===== src/rtl/iso_hs_rr_arbiter_pkg.sv =====
// Shared constants and helpers for the isochronous handshake round-robin arbiter.
package iso_hs_arb_pkg;

    localparam int DefaultNumReq    = 4;
    localparam int DefaultDataWidth = 32;

    function automatic int idx_width(input int num_req);
        return (num_req > 1) ? $clog2(num_req) : 1;
    endfunction

    typedef logic [idx_width(DefaultNumReq)-1:0] idx_t;

endpackage


===== src/rtl/iso_hs_rr_arbiter_pick.sv =====
// Rotating priority encoder: first set bit of i_valid at or above i_ptr, wrapping to 0.
module iso_hs_rr_pick #(
    parameter int NumReq   = 4,
    parameter int IdxWidth = 2
) (
    input  logic [NumReq-1:0]   i_valid,
    input  logic [IdxWidth-1:0] i_ptr,
    output logic                o_any,
    output logic [IdxWidth-1:0] o_idx
);

    logic [IdxWidth-1:0] w_cand [NumReq];

    // w_cand[k] is the requester at priority rank k; i_ptr is always below NumReq.
    generate
        for (genvar gi = 0; gi < NumReq; gi++) begin : g_cand
            assign w_cand[gi] = (int'(i_ptr) + gi >= NumReq)
                              ? IdxWidth'(int'(i_ptr) + gi - NumReq)
                              : IdxWidth'(int'(i_ptr) + gi);
        end
    endgenerate

    assign o_any = |i_valid;

    always_comb begin
        o_idx = '0;
        for (int k = NumReq - 1; k >= 0; k--) begin
            if (i_valid[w_cand[k]]) begin
                o_idx = w_cand[k];
            end
        end
    end

endmodule


===== src/rtl/iso_hs_rr_arbiter.sv =====
// Round-robin arbiter feeding one isochronous 4-phase handshake channel source port.
// Optional one-entry output register: define ISO_HS_ARB_OUT_REG_EN.
module iso_hs_rr_arbiter
    import iso_hs_arb_pkg::*;
#(
    parameter int   NumReq    = DefaultNumReq,
    parameter int   DataWidth = DefaultDataWidth,
    localparam int  IdxWidth  = idx_width(NumReq)
) (
    input  logic                        clk_i,
    input  logic                        rst_ni,
    input  logic [NumReq-1:0]           req_valid_i,
    output logic [NumReq-1:0]           req_ready_o,
    input  logic [NumReq*DataWidth-1:0] req_data_i,
    output logic                        out_valid_o,
    input  logic                        out_ready_i,
    output logic [DataWidth-1:0]        out_data_o,
    output logic [IdxWidth-1:0]         out_idx_o
);

    logic [IdxWidth-1:0] r_rr_ptr;
    logic                w_pick_any;
    logic [IdxWidth-1:0] w_pick_idx;

    iso_hs_rr_pick #(
        .NumReq   (NumReq),
        .IdxWidth (IdxWidth)
    ) u_pick (
        .i_valid (req_valid_i),
        .i_ptr   (r_rr_ptr),
        .o_any   (w_pick_any),
        .o_idx   (w_pick_idx)
    );

`ifdef ISO_HS_ARB_OUT_REG_EN

    logic                 r_full;
    logic [DataWidth-1:0] r_data;
    logic [IdxWidth-1:0]  r_idx;
    logic [IdxWidth-1:0]  w_ptr_next;

    assign w_ptr_next = (w_pick_idx == IdxWidth'(NumReq - 1)) ? '0 : w_pick_idx + IdxWidth'(1);

    always_ff @(posedge clk_i or negedge rst_ni) begin
        if (!rst_ni) begin
            r_full   <= 1'b0;
            r_data   <= '0;
            r_idx    <= '0;
            r_rr_ptr <= '0;
        end else if (r_full) begin
            if (out_ready_i) begin
                r_full <= 1'b0;
            end
        end else if (w_pick_any) begin
            r_full   <= 1'b1;
            r_data   <= req_data_i[int'(w_pick_idx)*DataWidth +: DataWidth];
            r_idx    <= w_pick_idx;
            r_rr_ptr <= w_ptr_next;
        end
    end

    generate
        for (genvar gi = 0; gi < NumReq; gi++) begin : g_ready
            assign req_ready_o[gi] = rst_ni & ~r_full & w_pick_any
                                   & (w_pick_idx == IdxWidth'(gi));
        end
    endgenerate

    assign out_valid_o = r_full;
    assign out_data_o  = r_data;
    assign out_idx_o   = r_idx;

`else

    logic                r_lock;
    logic [IdxWidth-1:0] r_lock_idx;
    logic [IdxWidth-1:0] w_grant;
    logic [IdxWidth-1:0] w_ptr_next;
    logic                w_out_valid;
    logic                w_fire;

    // Outputs are forced to their idle values while reset is asserted.
    assign w_grant     = !rst_ni ? '0 : (r_lock ? r_lock_idx : w_pick_idx);
    assign w_out_valid = rst_ni & (r_lock | w_pick_any);
    assign w_fire      = w_out_valid & out_ready_i;
    assign w_ptr_next  = (w_grant == IdxWidth'(NumReq - 1)) ? '0 : w_grant + IdxWidth'(1);

    always_ff @(posedge clk_i or negedge rst_ni) begin
        if (!rst_ni) begin
            r_rr_ptr   <= '0;
            r_lock     <= 1'b0;
            r_lock_idx <= '0;
        end else if (w_fire) begin
            r_rr_ptr <= w_ptr_next;
            r_lock   <= 1'b0;
        end else if (w_out_valid) begin
            r_lock     <= 1'b1;
            r_lock_idx <= w_grant;
        end
    end

    generate
        for (genvar gi = 0; gi < NumReq; gi++) begin : g_ready
            assign req_ready_o[gi] = w_fire & (w_grant == IdxWidth'(gi));
        end
    endgenerate

    assign out_valid_o = w_out_valid;
    assign out_data_o  = req_data_i[int'(w_grant)*DataWidth +: DataWidth];
    assign out_idx_o   = w_grant;

`ifndef SYNTHESIS
    // A locked requester must keep valid high until its handshake completes.
    a_lock_hold: assert property (@(posedge clk_i) disable iff (!rst_ni)
        r_lock |-> req_valid_i[r_lock_idx]);
`endif

`endif

endmodule


===== config.mk =====
export PLATFORM = sky130hd
export DESIGN_NAME = iso_hs_rr_arbiter
export DESIGN_NICKNAME = d
export VERILOG_FILES = /design/src/rtl/iso_hs_rr_arbiter_pkg.sv /design/src/rtl/iso_hs_rr_arbiter_pick.sv /design/src/rtl/iso_hs_rr_arbiter.sv
export SDC_FILE = /design/constraint.sdc
export NUM_CORES = 1
export LEC_CHECK = 0
export BUFFER_PORTS_ARGS = -buffer_cell sky130_fd_sc_hd__buf_2
export CAP_MARGIN = 25
export CORE_MARGIN = 4
export CORE_UTILIZATION = 35
export DETAILED_ROUTE_END_ITERATION = 12
export GPL_TIMING_DRIVEN = 0
export PLACE_DENSITY = 0.78
export SYNTH_ARGS = -nofsm -noshare
export SYNTH_HDL_FRONTEND = slang
export SYNTH_HIERARCHICAL = 1
export SYNTH_SLANG_ARGS = --single-unit

===== constraint.sdc =====
create_clock -name clk_i -period 2.4 [get_ports clk_i]
set_clock_uncertainty 0.05 [all_clocks]
set_input_delay 0.48 -clock clk_i [delete_from_list [all_inputs] [get_ports clk_i]]
set_output_delay 0.48 -clock clk_i [all_outputs]
set_load 0.03 [all_outputs]

# Word-level counts from Yosys, hierarchy flattened
# Cells that the tools add are included.
classes:
  addsub: 8
  magnitude_cmp: 8
  eq_ne: 3
  shifts: 1
  mux: 21
  bitwise_logic: 8
  reduce_logical: 4
ops:
  columns: ["op", "n"]
  rows:
  - ["$shiftx 128x8->32", 1]
  - ["$mux 2", 11]
  - ["$lt 2x3->1 const B", 4]
  - ["$ge 3x3->1 const B", 3]
  - ["$bmux 1 s2", 4]
  - ["$sub 2x1->2 const B", 4]
  - ["$add 2x2->3 const B", 2]
  - ["$and 1x1->1", 6]
  - ["$mux 1", 6]
  - ["$eq 2x2->1 const B", 2]
  - ["$reduce_or 4->1", 1]
  - ["$add 2x1->3 const B", 1]
  - ["$ge 2x3->1 const B", 1]
  - ["$add 2x1->2 const B", 1]
  - ["$eq 2x1->1 const B", 1]
  - ["$logic_not 2->1", 1]
  - ["$reduce_and 2->1", 1]
  - ["$reduce_bool 2->1", 1]
  - ["$not 1->1", 1]
  - ["$or 1x1->1", 1]
totals:
  ff_bits: 5
  input_bits: 135
  out_inout_bits: 39
  elab_cells: 56

# Depth between registers and ports, before layout
logic_depth:
  ltp_word: 13
  ltp_mapped: 8
  ltp_nobuf: 7

# Cells and area by module
# The synthesis kept the hierarchy.
by_module_without_submodules:
  columns: ["module", "n_inst", "cells_each", "area_per_inst_um2", "seq_area_each_um2"]
  rows:
  - ["iso_hs_rr_arbiter", 1, 251, 1839.3, 125.1]
  - ["iso_hs_rr_pick", 1, 13, 77.6, 0.0]

# Worst setup path before layout
# No wires, ideal clock.
synth_timing:
  path_type: "in2out"
  startpoint: "in req_valid_i[3]"
  endpoint: "out req_ready_o[1]"
  arrival_ns: 2.256
  required_ns: 1.870
  slack_ns: -0.386
  path_stages: 8
  path_buffers: 1
  cell_sequence: "nand2b_1 -> a211oi_1 -> nor2_1 -> mux2_4 -> buf_6 -> nand2_1 -> inv_2 -> nor3_1"
synth_via:
  elab_chain_cells: 10
  word_cells_on_any_way: 20
  cone_classes: "eq/ne: 1; mux: 14; bitwise: 4; reduce/logical: 1"
synth_lines:
  columns: ["item", "line", "text"]
  rows:
  - ["start: declaration", "iso_hs_rr_arbiter.sv:12", "input logic [NumReq-1:0] req_valid_i,"]
  - ["$bmux 1 s2", "iso_hs_rr_arbiter_pick.sv:28", "if (i_valid[w_cand[k]]) begin"]
  - ["$mux 1 (implied by the code)", "iso_hs_rr_arbiter_pick.sv:28", null]
  - ["$mux 2 (3 in a row)", "iso_hs_rr_arbiter_pick.sv:28", null]
  - ["$mux 2 *", "iso_hs_rr_arbiter_pick.sv:28", null]
  - ["via w_pick_idx[1]", "iso_hs_rr_arbiter.sv:23", "logic [IdxWidth-1:0] w_pick_idx;"]
  - ["$mux 2 * (2 in a row)", "iso_hs_rr_arbiter.sv:83", "assign w_grant = !rst_ni ? '0 : (r_lock ? r_lock_idx : w_pick_idx);"]
  - ["via out_idx_o[1]", "iso_hs_rr_arbiter.sv:18", "output logic [IdxWidth-1:0] out_idx_o"]
  - ["$eq 2x1->1 *", "iso_hs_rr_arbiter.sv:104", "assign req_ready_o[gi] = w_fire & (w_grant == IdxWidth'(gi));"]
  - ["$and 1x1->1 *", "iso_hs_rr_arbiter.sv:104", null]
  - ["end: declaration", "iso_hs_rr_arbiter.sv:13", "output logic [NumReq-1:0] req_ready_o,"]
# Mark *: on every way through the listed nets, which the timed path passes. The rest lies on a longest branch. The select of a mux whose other input is x is not followed.

# Final worst setup path
layout_timing:
  startpoint: "reg r_rr_ptr[0]"
  endpoint: "out out_data_o[11]"
layout_via:
  elab_chain_cells: 12
  word_cells_on_any_way: 30
  cone_classes: "add/sub: 7; order compare: 4; shift: 1; mux: 18"
layout_lines:
  columns: ["item", "line", "text"]
  rows:
  - ["start: declaration", "iso_hs_rr_arbiter.sv:21", "logic [IdxWidth-1:0] r_rr_ptr;"]
  - ["start signal: assignment", "iso_hs_rr_arbiter.sv:94", "r_rr_ptr <= w_ptr_next;"]
  - ["$add 2x2->3", "iso_hs_rr_arbiter_pick.sv:17", "assign w_cand[gi] = (int'(i_ptr) + gi >= NumReq)"]
  - ["$ge 3x3->1 / $sub 2x1->2 (equally long branches)", "iso_hs_rr_arbiter_pick.sv:17, iso_hs_rr_arbiter_pick.sv:18", null]
  - ["$mux 2", "iso_hs_rr_arbiter_pick.sv:18", "? IdxWidth'(int'(i_ptr) + gi - NumReq)"]
  - ["$bmux 1 s2", "iso_hs_rr_arbiter_pick.sv:28", null]
  - ["$mux 1 (implied by the code)", "iso_hs_rr_arbiter_pick.sv:28", null]
  - ["$mux 2 (3 in a row)", "iso_hs_rr_arbiter_pick.sv:28", null]
  - ["$mux 2 *", "iso_hs_rr_arbiter_pick.sv:28", null]
  - ["via w_pick_idx[1]", "iso_hs_rr_arbiter.sv:23", null]
  - ["$mux 2 * (2 in a row)", "iso_hs_rr_arbiter.sv:83", null]
  - ["$shiftx 128x8->32 *", "iso_hs_rr_arbiter.sv:109", "assign out_data_o = req_data_i[int'(w_grant)*DataWidth +: DataWidth];"]
  - ["end: declaration", "iso_hs_rr_arbiter.sv:17", "output logic [DataWidth-1:0] out_data_o,"]
# Marks and branches as above.

==> flow_summary_export.csv <==
group,metric,value,unit
setup_path,arrival,2.24,ns
die,dieArea,6725,um^2
die,design.core.area,5205,um^2
setup_path,max_stage_delay,0.41,ns
power,combPwrFrac,87.4,%
outcome,violations,"setup timing",
yosys,synth_area_leaders,"o32a_1 (17%), a21boi_0 (14%), o211ai_1 (13%), and3_1 (11%), a21boi_1 (11%)",
finish,multiInputGateArea,2126,um^2
placement,hpwl,6633,um
die,die_y,82.01,um
clock_network,cts_made_buffers,3,
yosys,synth_ff_type,"dfrtp_1",
finish,final_cell_count_no_fill,523,
yosys,synth_edf_count,0,
setup_path,worstPathRequired,1.87,ns
setup_path,path_cells,"nor3b_2 -> a211oi_2 -> nor2_2 -> mux2_4 -> buf_6 -> buf_6 -> a21boi_1 -> o32a_4 -> buf_6",
sta,rsz0062_at_grt,"true",
routing,postRouteAntennaNets,0,
placement,gp_congestion,0.7771,
min_path,hp-class,"primary input to async pin",
yosys,synth_cell_type_count,27,
routing,first_pass_iters,4,
finish,nNetsFinal,590,
power,p_sw,1075,uW
yosys,synthMuxAreaShare,4.961,%
yosys,ys_top_cells_by_count,"a21boi_0 (37), and3_1 (33), inv_1 (32), o211ai_1 (32), o32a_1 (32)",
yosys,synth-seq-cells,5,
clock_network,cts_root_buffer,"clkbuf_8",
finish,final_layout_size_suffix_gt1_share,70.64,%
job,max_cap_viol_count,0,
power,intPower,1251,uW
yosys,synth_compound_area_share,56.53,%
finish,seq_area,126.4,um^2
sta,max_freq,360.6,MHz
yosys,synthAdderAreaFrac,0.6527,%
sta,hold_viol_final,0,
clock_network,cts_num_sinks,5,
sta,drv_slew,0,
setup_path,worstSetupStartpoint,"r_rr_ptr[0]",
yosys,yosys.area_share.simple,15.08,%
finish,syn_to_final_growth,108.6,%
die,chipWidth,82.01,um
setup_path,ff2ff_path_depth,8,
yosys,synthXorXnorAreaFrac,0,%
power,switching_share,46.21,%
sta,fin_ws,-0.3730,ns
placement,port_buffers,173,
yosys,yosysTopAreaCell,"o32a_1",
clock_network,clock_path_buffers,2,
setup_path,crit_path_start_kind,"flip-flop",
clock_network,insertion_delay,0.22,ns
sta,setup_viol,37,
yosys,seq_area_frac_synth,6.527,%
global_routing,track_usage,26.85,%
yosys,synthCells,264,
sta,min_period,2.773,ns
setup_path,criticalPathCategory,"flip-flop to output port",
routing,avgViaCountPerCell,5.610,
yosys,synth_area,1917,um^2
global_routing,overflow,0,
setup_path,end_kind,"output port",
yosys,synthArstFlopShare,100.0,%
sta,worst_pin_slew,0.6632,ns
yosys,synth_top_area_share,16.71,%
placement,dp_slack,-0.6272,ns
finish,filler_cell_count,375,
clock_network,htree_levels,1,
yosys,syn_area_per_cell,7.261,um^2
setup_path,slowest_stage,"dfrtp_1",
finish,utilization,76.83,%
routing,num_vias,2934,
placement,dp_cells,507,
finish,design_area,3999,um^2
setup_path,cp_max_fo,10,
sta,min_period_over_period,115.5,%
global_routing,grt_pass1_wl,14420,um
routing,wirelength,9540,um
power,cellLeakagePower,0.001919,uW
global_routing,grt_pass1_vias,3054,
global_routing,grt_antenna_before_repair,0,
yosys,synth_most_common_cell,"a21boi_0",
clock_network,clk_pin_slew,0.03,ns
power,seqPwrFrac,5.7,%
clock_network,hold_buffers,0,
die,rows,26,
setup_path,reg2reg_from,"r_rr_ptr[0]",
routing,drt_iter0_drc,80,
placement,postPlaceCellArea,3154,um^2
sta,slew_headroom,55.79,%
yosys,syn-num-nets,400,
die,start_util,36.83,%
die,pin_count,174,
finish,antenna_cells,0,
yosys,ys_warn_count,6,
power,power.density,581.6,nW/um^2
clock_network,cts_tree,"built",
power,peakVddDrop,483.4,uV
power,power_frac_clock,6.8,%
outcome,status,"complete, but fails checks",
global_routing,grt_max_degree,13,
routing,drc,0,
setup_path,worst_path_most_repeated_cell,"buf_6",
yosys,synth_top_family_by_area,"compound AO/OA/AOI/OAI gates",
routing,wl_per_cell,18.24,um
[layout make-up]
type | instances | share of cell area (%)
multi-input combinational | 193 | 53.16
timing repair buffer | 185 | 29.63
buffer | 32 | 7.353
inverter | 34 | 3.379
sequential | 5 | 3.160
tap | 70 | 2.190
clock buffer | 4 | 1.126
[layout by cell type (no fill, tap or decap), types with 2 or more instances in the layout]
cell type,instances
a211oi_2,2
a21boi_0,33
a21boi_1,7
a21boi_2,24
a21oi_1,2
and3_1,2
and3_4,30
buf_12,2
buf_2,140
buf_4,14
buf_6,40
buf_8,2
clkbuf_1,8
clkbuf_2,3
clkbuf_4,2
clkbuf_8,10
dfrtp_1,4
inv_1,32
mux2_2,4
mux2_4,3
nand2_1,3
nand2_4,2
nor2_1,3
nor3_2,3
o211ai_1,32
o32a_1,2
o32a_2,4
o32a_4,26
[critical path: cells and delay by family (launching register included)]
family | cells | cell delay (ns)
AO/OA/AOI/OAI | 3 | 0.57
buffers and inverters | 3 | 0.43
AND/OR/NAND/NOR | 2 | 0.27
flip-flops | 1 | 0.41
multiplexers | 1 | 0.34
[per-stage QoR]
step / setup TNS, ns / hold WS [ns] / total power [uW]
2_1_floorplan: -0.2602 / 0.1344 / 1214
3_3_place_gp: -17.37 / 0.3119 / 1598
3_5_place_dp: -18.82 / 0.3166 / 1611
4_1_cts: -12.02 / 0.07750 / 2241
5_1_grt: -14.38 / 0.09557 / 2443
6_report: -11.50 / 0.07759 / 2326
[cell families after synthesis]
group | count (synthesis)
AOI/OAI and AO/OA | 134
adders and majority gates | 1
buffers and inverters | 67
DFF | 5
muxes | 8
and+or+nand+nor | 49
[path summary, 6_finish.rpt]
check                           slack (ns)              to
min in group clk_i                    0.44          r_lock
worst max-delay path                 -0.37  out_data_o[11]
worst min register to register        0.46   r_lock_idx[0]
worst min-delay path                  0.08     r_rr_ptr[1]
max in group asynchronous             1.99     r_rr_ptr[1]
worst max register to register        0.27     r_rr_ptr[1]
[flip-flops by register name, summed over array words and instances (netlist names)]
name        flops
r_rr_ptr        2
r_lock_idx      2
r_lock          1
[power groups by stage]
| stage | Sequential, uW | Clock, uW | Combinational [uW] |
|---|---|---|---|
| after floorplan | 119 | 0 | 1090 |
| after global placement | 123 | 0 | 1480 |
| after CTS | 131 | 163 | 1950 |
| after detailed placement | 124 | 0 | 1490 |
| after global routing | 137 | 163 | 2140 |
| final | 134 | 159 | 2030 |
[repair_timing]
action / 4_1_cts / 5_1_grt
gates resized for setup: 157 / 34
setup endpoints to repair: 38 / 38
cloned: 5 / 0
buffers inserted: 6 / 2
pin swaps: 9 / 7
[layer usage]
metal / track usage (%) / wire (um) / up-vias
met5: 0 / 0 / -
met4: 5.150 / 121 / 0
met3: 2.741 / 630 / 15
met2: 51.86 / 5117 / 141
met1: 31.60 / 3670 / 1386
li1: - / - / 1392
(Power assumes the default switching activity.)
